$ cat config.mk
export PLATFORM = sky130hd
export DESIGN_NAME = hyperbus_cfg_seq
export DESIGN_NICKNAME = d
export VERILOG_FILES = /design/src/rtl/hyperbus_cfg_seq_pkg.sv /design/src/rtl/hyperbus_cfg_seq_timeout.sv /design/src/rtl/hyperbus_cfg_seq.sv
export SDC_FILE = /design/constraint.sdc
export NUM_CORES = 1
export LEC_CHECK = 0
export ABC_AREA = 1
export ABC_CLOCK_PERIOD_IN_PS = 1850
export BUFFER_PORTS_ARGS = -buffer_cell sky130_fd_sc_hd__buf_4
export CORE_AREA = 2 2 142 144
export CTS_CLUSTER_SIZE = 16
export DETAILED_ROUTE_END_ITERATION = 12
export DIE_AREA = 0 0 144 146
export GPL_ROUTABILITY_DRIVEN = 0
export HOLD_SLACK_MARGIN = 0.05
export MAX_ROUTING_LAYER = met4
export PLACE_DENSITY_LB_ADDON = 0.12
export SLEW_MARGIN = 20
export SYNTH_ARGS = -nofsm -noshare
export SYNTH_HDL_FRONTEND = slang
export SYNTH_SLANG_ARGS = --single-unit
$ cat constraint.sdc
create_clock -name clk_sys_i -period 1.85 [get_ports clk_sys_i]
set_input_delay 0.37 -clock clk_sys_i [delete_from_list [all_inputs] [get_ports clk_sys_i]]
set_output_delay 0.37 -clock clk_sys_i [all_outputs]
set_load 0.02 [all_outputs]
$ cat src/rtl/hyperbus_cfg_seq_pkg.sv
// Shared types and helpers for the HyperBus boot-time configuration sequencer.
package hyperbus_cfg_seq_pkg;

  typedef enum logic [2:0] {
    ST_IDLE,
    ST_WRITE,
    ST_VERIFY,
    ST_DONE,
    ST_FAIL
  } state_e;

  // Width needed to hold values 0..n-1, never narrower than one bit.
  function automatic int clog2_min1(input int n);
    return (n <= 2) ? 1 : $clog2(n);
  endfunction

endpackage

$ cat src/rtl/hyperbus_cfg_seq_timeout.sv
// Per-access stall counter. Expired pulses in the stall cycle in which the
// count reaches TimeoutCycles; TimeoutCycles = 0 never expires.
module hyperbus_cfg_seq_timeout
  import hyperbus_cfg_seq_pkg::*;
#(
  parameter int TimeoutCycles = 1024
) (
  input  logic clk,
  input  logic rst_n,
  input  logic clear,
  input  logic enable,
  output logic expired
);

  localparam int CntWidth = clog2_min1(TimeoutCycles + 1);
  localparam logic [CntWidth-1:0] Limit = CntWidth'(TimeoutCycles);

  logic [CntWidth-1:0] count;

  // Count stall cycles of the current access, saturating at the limit.
  always_ff @(posedge clk or negedge rst_n) begin
    if (!rst_n) begin
      count <= '0;
    end else if (clear) begin
      count <= '0;
    end else if (enable && (count != Limit)) begin
      count <= count + CntWidth'(1);
    end
  end

  assign expired = (TimeoutCycles != 0) && enable && (count == Limit - CntWidth'(1));

endmodule

$ cat src/rtl/hyperbus_cfg_seq.sv
// Boot-time regbus master that writes an (address, data) table into the
// HyperBus controller and holds AXI off until it succeeds.
// Optional readback check of every write: define HYPERBUS_CFG_SEQ_VERIFY_EN.
module hyperbus_cfg_seq
  import hyperbus_cfg_seq_pkg::*;
#(
  parameter int NumEntries    = 4,
  parameter int RegAddrWidth  = 32,
  parameter int RegDataWidth  = 32,
  parameter int TimeoutCycles = 1024,
  localparam int IdxWidth     = clog2_min1(NumEntries)
) (
  input  logic                               clk_sys_i,
  input  logic                               rst_sys_ni,
  input  logic                               start_i,
  input  logic [NumEntries*RegAddrWidth-1:0] cfg_addr_i,
  input  logic [NumEntries*RegDataWidth-1:0] cfg_data_i,
  output logic [RegAddrWidth-1:0]            rbus_req_addr_o,
  output logic                               rbus_req_write_o,
  output logic [RegDataWidth-1:0]            rbus_req_wdata_o,
  output logic [RegDataWidth/8-1:0]          rbus_req_wstrb_o,
  output logic                               rbus_req_valid_o,
  input  logic [RegDataWidth-1:0]            rbus_rsp_rdata_i,
  input  logic                               rbus_rsp_ready_i,
  input  logic                               rbus_rsp_error_i,
  output logic                               busy_o,
  output logic                               done_o,
  output logic                               error_o,
  output logic [IdxWidth-1:0]                err_idx_o,
  output logic                               axi_hold_o
);

  localparam logic [IdxWidth-1:0] LastIdx = IdxWidth'(NumEntries - 1);

  state_e                  state, next_state;
  logic [IdxWidth-1:0]     idx, err_idx;
  logic                    req_valid, req_write;
  logic                    idx_clr, idx_inc;
  logic                    expired;
  logic [RegAddrWidth-1:0] cur_addr;
  logic [RegDataWidth-1:0] cur_data;

  assign cur_addr = cfg_addr_i[idx*RegAddrWidth +: RegAddrWidth];
  assign cur_data = cfg_data_i[idx*RegDataWidth +: RegDataWidth];

  // A new access starts whenever the previous one completes or valid is low.
  hyperbus_cfg_seq_timeout #(
    .TimeoutCycles(TimeoutCycles)
  ) u_timeout (
    .clk    (clk_sys_i),
    .rst_n  (rst_sys_ni),
    .clear  (!req_valid || rbus_rsp_ready_i),
    .enable (req_valid && !rbus_rsp_ready_i),
    .expired(expired)
  );

`ifndef HYPERBUS_CFG_SEQ_VERIFY_EN
  logic unused_rdata;
  assign unused_rdata = ^rbus_rsp_rdata_i;
`endif

  // State, entry index and failing-index registers.
  always_ff @(posedge clk_sys_i or negedge rst_sys_ni) begin
    if (!rst_sys_ni) begin
      state   <= ST_IDLE;
      idx     <= '0;
      err_idx <= '0;
    end else begin
      state <= next_state;
      if (idx_clr) begin
        idx <= '0;
      end else if (idx_inc) begin
        idx <= idx + IdxWidth'(1);
      end
      if ((state != ST_FAIL) && (next_state == ST_FAIL)) begin
        err_idx <= idx;
      end
    end
  end

  // Next-state logic and regbus request control.
  always_comb begin
    next_state = state;
    req_valid  = 1'b0;
    req_write  = 1'b0;
    idx_clr    = 1'b0;
    idx_inc    = 1'b0;
    case (state)
      ST_IDLE, ST_DONE, ST_FAIL: begin
        if (start_i) begin
          next_state = ST_WRITE;
          idx_clr    = 1'b1;
        end
      end
      ST_WRITE: begin
        req_valid = 1'b1;
        req_write = 1'b1;
        if (rbus_rsp_ready_i) begin
          if (rbus_rsp_error_i) begin
            next_state = ST_FAIL;
          end else begin
`ifdef HYPERBUS_CFG_SEQ_VERIFY_EN
            next_state = ST_VERIFY;
`else
            if (idx == LastIdx) begin
              next_state = ST_DONE;
            end else begin
              idx_inc = 1'b1;
            end
`endif
          end
        end else if (expired) begin
          next_state = ST_FAIL;
        end
      end
`ifdef HYPERBUS_CFG_SEQ_VERIFY_EN
      ST_VERIFY: begin
        req_valid = 1'b1;
        if (rbus_rsp_ready_i) begin
          if (rbus_rsp_error_i || (rbus_rsp_rdata_i != cur_data)) begin
            next_state = ST_FAIL;
          end else if (idx == LastIdx) begin
            next_state = ST_DONE;
          end else begin
            idx_inc    = 1'b1;
            next_state = ST_WRITE;
          end
        end else if (expired) begin
          next_state = ST_FAIL;
        end
      end
`endif
      default: next_state = ST_IDLE;
    endcase
  end

  assign rbus_req_valid_o = req_valid;
  assign rbus_req_write_o = req_write;
  assign rbus_req_addr_o  = req_valid ? cur_addr : '0;
  assign rbus_req_wdata_o = req_write ? cur_data : '0;
  assign rbus_req_wstrb_o = req_write ? '1 : '0;

  assign busy_o     = (state == ST_WRITE) || (state == ST_VERIFY);
  assign done_o     = (state == ST_DONE);
  assign error_o    = (state == ST_FAIL);
  assign err_idx_o  = err_idx;
  assign axi_hold_o = (state != ST_DONE);

endmodule

# [After elaboration in Yosys (flattened, before gate mapping)]
# Cells that the tools add are included.
[classes] n_addsub=2 eq_ne=10 n_shift=2 muxes=20 n_reduce_logical=12
[ops] op="128-bit by 8-bit indexed part select with 32-bit output" count=2
[ops] op="32-bit 2-to-1 mux" count=2
[ops] op="11-bit 2-to-1 mux" count=2
[ops] op="3-bit 2-to-1 mux" count=5
[ops] op="11-bit by 1-bit adder with 11-bit output (second input constant)" count=1
[ops] op="11-bit by 10-bit equality test with 1-bit output (second input constant)" count=1
[ops] op="11-bit inequality test (second input constant)" count=1
[ops] op="1-bit 2-to-1 mux" count=7
[ops] op="3-bit by 2-bit equality test with 1-bit output (second input constant)" count=2
[ops] op="3-bit equality test (second input constant)" count=2
[ops] op="3-bit one-hot mux with 2 select lines" count=1
[ops] op="1-bit logical AND" count=4
[ops] op="2-bit 2-to-1 mux" count=2
[ops] op="4-bit 2-to-1 mux" count=1
[ops] op="2-bit nonzero test" count=2
[ops] op="3-bit by 1-bit equality test with 1-bit output (second input constant)" count=1
[ops] op="3-bit logical NOT" count=1
[ops] op="3-bit by 2-bit inequality test with 1-bit output (second input constant)" count=1
[ops] op="3-bit inequality test (second input constant)" count=1
[ops] op="3-bit OR reduction" count=1
[ops] op="2-bit by 1-bit adder with 2-bit output (second input constant)" count=1
[ops] op="2-bit equality test (second input constant)" count=1
[ops] op="1-bit logical NOT" count=2
[ops] op="1-bit logical OR" count=2
[word_totals] reg_bits=18 input_bits=293 out_inout_bits=76 wordCells=50

# [Depth between registers and ports, before layout]
[depth] ltp_word=9 depth_mapped=8

# [Modules after synthesis]
# From an unflattened synthesis, not the netlist that was laid out.
[hier_totals] cells_unflattened=680 area_unflattened_um2=3520.9
[modules_own_cells] module="hyperbus_cfg_seq" n_inst=1 cells_per_inst=566 area_each_um2=2723.9 seq_area_each_um2=175.2
[modules_own_cells] module="hyperbus_cfg_seq_timeout" n_inst=1 cells_per_inst=114 area_each_um2=797.0 seq_area_each_um2=275.3

# [Worst setup path before layout]
# No wires, ideal clock.
[synth_path] kind="reg-to-output" start="register idx[0]" end="output port rbus_req_wdata_o[30]" arrival_time_ns=1.338 required_time_ns=1.480 slack_ns=0.142 path_stages_with_launch=8 path_cell_list="dfrtp_1 -> buf_4 -> inv_2 -> buf_6 -> buf_6 -> buf_6 -> o21ai_0 -> a21oi_1"
[synth_via] elab_chain_cells=2
[synth_lines] element="start, declared" line="hyperbus_cfg_seq.sv:36" text="logic [IdxWidth-1:0] idx, err_idx;"
[synth_lines] element="start signal, assigned" line="hyperbus_cfg_seq.sv:73" text="idx <= idx + IdxWidth'(1);"
[synth_lines] element="128-bit by 8-bit indexed part select with 32-bit output" line="hyperbus_cfg_seq.sv:44" text="assign cur_data = cfg_data_i[idx*RegDataWidth +: RegDataWidth];"
[synth_lines] element="32-bit 2-to-1 mux" line="hyperbus_cfg_seq.sv:140" text="assign rbus_req_wdata_o = req_write ? cur_data : '0;"
[synth_lines] element="end, declared" line="hyperbus_cfg_seq.sv:20" text="output logic [RegDataWidth-1:0] rbus_req_wdata_o,"
# No other way between the ends.

# [Final worst setup path]
[layout_path] start="register idx[0]" end="output port rbus_req_addr_o[2]"
[layout_via] elab_chain_cells=2
[layout_lines] element="128-bit by 8-bit indexed part select with 32-bit output" line="hyperbus_cfg_seq.sv:43" text="assign cur_addr = cfg_addr_i[idx*RegAddrWidth +: RegAddrWidth];"
[layout_lines] element="32-bit 2-to-1 mux" line="hyperbus_cfg_seq.sv:139" text="assign rbus_req_addr_o = req_valid ? cur_addr : '0;"
[layout_lines] element="end, declared" line="hyperbus_cfg_seq.sv:18" text="output logic [RegAddrWidth-1:0] rbus_req_addr_o,"
# No other way between the ends.

==> run_summary.xml <==
<?xml version="1.0" encoding="UTF-8"?>
<metrics>
  <group name="sta">
    <metric name="period_needed" unit="ps">2040</metric>
    <metric name="setup-violations-final" unit="">64</metric>
    <metric name="final.setup.tns" unit="ps">-9060</metric>
    <metric name="slew_headroom" unit="">0.786</metric>
    <metric name="setup_slack" unit="ps">-190</metric>
    <metric name="slew_at_the_pin_closest_to_its_max_slew_limit" unit="ps">319</metric>
    <metric name="timing.clock.skew" unit="ps">0.783</metric>
    <metric name="final-hold-violation-count" unit="">0</metric>
    <metric name="rsz0062_at_grt" unit="">yes</metric>
    <metric name="period_share" unit="">1.10</metric>
    <metric name="drv_slew" unit="">0</metric>
    <metric name="fmax" unit="MHz">490</metric>
  </group>
  <group name="detailed_routing">
    <metric name="maxUsedRoutingLayer" unit="">met4</metric>
    <metric name="vias_per_cell" unit="">4.28</metric>
    <metric name="drt-met1-wl" unit="microns">8540</metric>
    <metric name="wl_met3" unit="microns">1640</metric>
    <metric name="remaining_drc_errors" unit="">0</metric>
    <metric name="finalWirelength" unit="microns">21200</metric>
    <metric name="dr_wl_met2" unit="microns">10800</metric>
    <metric name="wl_per_cell" unit="microns">17.2</metric>
    <metric name="detailroute.via_count" unit="">5284</metric>
    <metric name="detail-route-antenna-nets" unit="">0</metric>
    <metric name="detailedRoute.firstIterationViolations" unit="">240</metric>
    <metric name="detailedRoute.firstPassIterationCount" unit="">4</metric>
  </group>
  <group name="global_route">
    <metric name="antenna_found_initial" unit="">1</metric>
    <metric name="global_route_wire_length_before_repair" unit="microns">30000</metric>
    <metric name="grtUsageTotal" unit="">0.190</metric>
    <metric name="largest_net_degree_at_the_start_of_global_routing" unit="">41</metric>
    <metric name="via_count_of_the_first_global_routing_pass" unit="">4934</metric>
    <metric name="gr-total-overflow" unit="">0</metric>
  </group>
  <group name="yosys">
    <metric name="synth_sequential_area_ratio" unit="">0.136</metric>
    <metric name="synth.yosys.warnings" unit="">0</metric>
    <metric name="synth_nets" unit="">932</metric>
    <metric name="area_share_of_xor_xnor_cells_in_the_synthesized_design" unit="">0.00528</metric>
    <metric name="syn-cell-area" unit="sq mm">0.00332</metric>
    <metric name="synth_area_in_simple_gates" unit="">0.390</metric>
    <metric name="syn-mean-instance-area" unit="sq um">5.22</metric>
    <metric name="mux_contribution_to_synthesized_area" unit="">0</metric>
    <metric name="postSynthCellCount" unit="">636</metric>
    <metric name="synth.lib_cells_used.distinct" unit="">29</metric>
    <metric name="synth_top_family_by_area" unit="">simple AND/OR/NAND/NOR gates</metric>
    <metric name="yosys_register_bits" unit="">18</metric>
    <metric name="post_synthesis_compound_gate_area_fraction" unit="">0.326</metric>
    <metric name="post_synth_fa_ha_maj_area_fraction" unit="">0.0113</metric>
  </group>
  <group name="critical_path">
    <metric name="cp_max_fo" unit="">18</metric>
    <metric name="crit_arrival" unit="ps">1670</metric>
    <metric name="timing.rr.start" unit="">idx[0]$_DFFE_PN0P_</metric>
    <metric name="critPathLaunchType" unit="">flop</metric>
    <metric name="crit_path_max_incr_delay" unit="ps">550</metric>
    <metric name="critical_path.startpoint" unit="">idx[0]$_DFFE_PN0P_</metric>
    <metric name="timing.setup.critical_path_class" unit="">reg -&gt; out</metric>
    <metric name="worstPathBufferInverterCount" unit="">3</metric>
    <metric name="worst_path_dominant_cell_family" unit="">buffers and inverters</metric>
    <metric name="cpMaxStageDelayCell" unit="">sky130_fd_sc_hd__dfrtp_4</metric>
    <metric name="worst-endpoint-required" unit="ps">1480</metric>
    <metric name="critPathCaptureType" unit="">output port</metric>
    <metric name="crit_path_cell_trace" unit="">clkinv_4, bufbuf_16, o21ai_0, a21oi_1, buf_4</metric>
  </group>
  <group name="clocking">
    <metric name="ctsRootBufferMaster" unit="">sky130_fd_sc_hd__clkbuf_16</metric>
    <metric name="cts-htree-levels" unit="">1</metric>
    <metric name="clock_tree.buffer_depth" unit="">2</metric>
    <metric name="path_clk_slew" unit="ps">50</metric>
    <metric name="tritoncts.num_buffers" unit="">3</metric>
    <metric name="clock_tree_from_tritoncts" unit="">yes</metric>
    <metric name="clk-insertion-delay-late" unit="ps">250</metric>
    <metric name="cts.sink_count" unit="">18</metric>
  </group>
  <group name="pwr">
    <metric name="peakVddDrop" unit="mV">0.759</metric>
    <metric name="static-leakage-power" unit="uW">0.00330</metric>
    <metric name="p_per_area" unit="mW/mm^2">1110</metric>
  </group>
  <group name="die">
    <metric name="die_area" unit="sq mm">0.0210</metric>
    <metric name="io-pin-count" unit="">369</metric>
    <metric name="core_area" unit="sq mm">0.0193</metric>
    <metric name="chipHeight" unit="microns">146</metric>
    <metric name="effective_utilization_at_floorplan" unit="">0.172</metric>
    <metric name="die_x" unit="microns">144</metric>
    <metric name="fp-row-count" unit="">51</metric>
  </group>
  <group name="final_layout">
    <metric name="fin_nets" unit="">1265</metric>
    <metric name="final_layout_size_suffix_gt1_frac" unit="">0.463</metric>
    <metric name="flow.area_growth_from_synthesis" unit="%">105</metric>
    <metric name="stdcell_area" unit="sq mm">0.00680</metric>
    <metric name="postLayoutCoreUtil" unit="">0.352</metric>
  </group>
  <group name="flow_run">
    <metric name="max_cap_viol_count" unit="">0</metric>
  </group>
  <group name="placed_design">
    <metric name="post-dp-hpwl" unit="microns">16200</metric>
    <metric name="port_buffers" unit="">336</metric>
    <metric name="placed_area" unit="sq mm">0.00622</metric>
  </group>
  <group name="worst_hold_path">
    <metric name="hold_class" unit="">in -&gt; reg</metric>
    <metric name="holdCritStartpoint" unit="">start_i</metric>
  </group>
  <group name="run_status">
    <metric name="run_status" unit="">complete, but fails checks</metric>
    <metric name="violated_checks" unit="">setup timing</metric>
  </group>
</metrics>
==> logic make-up after synthesis <==
group,after synthesis
simple gates,329
compound gates,211
buf+inv,73
flops,18
fa+ha+maj,3
xor+xnor,2
==> cell usage after synthesis <==
library cell	number	area, sq um
sky130_fd_sc_hd__nand3_1	8	40.0
sky130_fd_sc_hd__buf_2	9	45.0
sky130_fd_sc_hd__ha_1	3	37.5
sky130_fd_sc_hd__nand2_2	1	6.26
sky130_fd_sc_hd__inv_2	3	11.3
sky130_fd_sc_hd__nor2_1	274	1030
sky130_fd_sc_hd__nor2_2	1	6.26
sky130_fd_sc_hd__o21ai_0	99	495
sky130_fd_sc_hd__nand2_1	33	124
sky130_fd_sc_hd__buf_4	16	120
sky130_fd_sc_hd__nor3_2	3	30.0
sky130_fd_sc_hd__o21ai_1	37	185
sky130_fd_sc_hd__xor2_1	1	8.76
sky130_fd_sc_hd__nand4_1	2	12.5
sky130_fd_sc_hd__clkbuf_1	7	26.3
sky130_fd_sc_hd__o21bai_2	1	11.3
sky130_fd_sc_hd__clkbuf_2	9	45.0
sky130_fd_sc_hd__xnor2_1	1	8.76
sky130_fd_sc_hd__a21oi_1	69	345
sky130_fd_sc_hd__buf_6	11	124
sky130_fd_sc_hd__a21oi_2	4	35.0
sky130_fd_sc_hd__inv_1	15	56.3
sky130_fd_sc_hd__or2_2	1	6.26
sky130_fd_sc_hd__nand3b_1	1	7.51
sky130_fd_sc_hd__o211ai_1	1	7.51
sky130_fd_sc_hd__buf_1	3	11.3
sky130_fd_sc_hd__nor2_4	1	11.3
sky130_fd_sc_hd__dfrtp_1	18	450
sky130_fd_sc_hd__nor3_1	4	20.0
==> worst paths after layout <==
check | end | slack [ps] | depth (start not counted)
setup / recovery | rbus_req_addr_o[2] | -190 | 5
hold / removal | state[1]$_DFF_PN0_ | 320 | 2
setup reg to reg | idx[1]$_DFFE_PN0P_ | 240 | 8
hold reg to reg | err_idx_o[0]$_DFFE_PN0P_ | 490 | 2
max in group asynchronous | idx[0]$_DFFE_PN0P_ | 1080 | 2
min in group asynchronous | err_idx_o[0]$_DFFE_PN0P_ | 540 | 2
==> routing by layer <==
layer / global-route usage / up-vias
li1: - / 2750
met1: 0.230 / 2333
met2: 0.335 / 187
met3: 0.0355 / 14
met4: 0.0235 / 0
met5: - / -
==> what timing repair did <==
action                                 in CTS  in global routing
pin swaps                                   3                 15
setup endpoints to repair                  64                 70
gates cloned                                4                  3
setup buffers                               1                  3
endpoints found under the hold margin      18                  0
gates resized for setup                    72                 61
hold buffers                                1                  0
==> worst register-to-register path, delay by kind of cell (launching register included) <==
| kind | cells | cell delay (ps) |
|---|---|---|
| buffers and inverters | 3 | 380 |
| DFF | 1 | 550 |
| and+or+nand+nor | 3 | 240 |
| AOI/OAI and AO/OA | 1 | 140 |
| adders and majority gates | 1 | 210 |
==> power by group <==
group / switching (uW) / internal, uW
registers: 72.5 / 456
logic: 3690 / 2880
clock network: 153 / 329
==> state kept, by name, summed over array words and instances (netlist names) <==
register	flops
u_timeout.count	11
state	3
err_idx_o	2
idx	2
==> cells in the final DEF (no fill, tap or decap), drive strengths merged, types with 2 or more instances in the layout <==
cell | netlist | layout
buf | 39 | 377
nor2 | 276 | 276
o21ai | 136 | 136
a21oi | 73 | 73
nand2 | 34 | 34
dfrtp | 18 | 18
inv | 18 | 16
nand3 | 8 | 8
clkbuf | 16 | 7
nor3 | 7 | 7
ha | 3 | 3
nand4 | 2 | 2
bufbuf | 0 | 2
==> through the flow <==
step                hold slack (ps)  total power, uW  std cells  setup slack (ps)
floorplan                      74.4             3950        636               142
global placement                269             6430       1217              5.24
detailed placement              267             6410       1217              26.0
CTS                             312             7380       1227              -199
global route                    341             8120       1234              -279
finish                          318             7580       1234              -190
==> final cells by class <==
class / count / area [sq um]
Antenna cell: 1 / 2.50
Clock buffer: 4 / 88.8
Fill cell: 2176 / 12500
Inverter: 18 / 76.3
Multi-Input combinational cell: 545 / 2590
Sequential cell: 18 / 455
Tap cell: 265 / 332
Timing Repair Buffer: 383 / 3250
(Power assumes the default switching activity.)
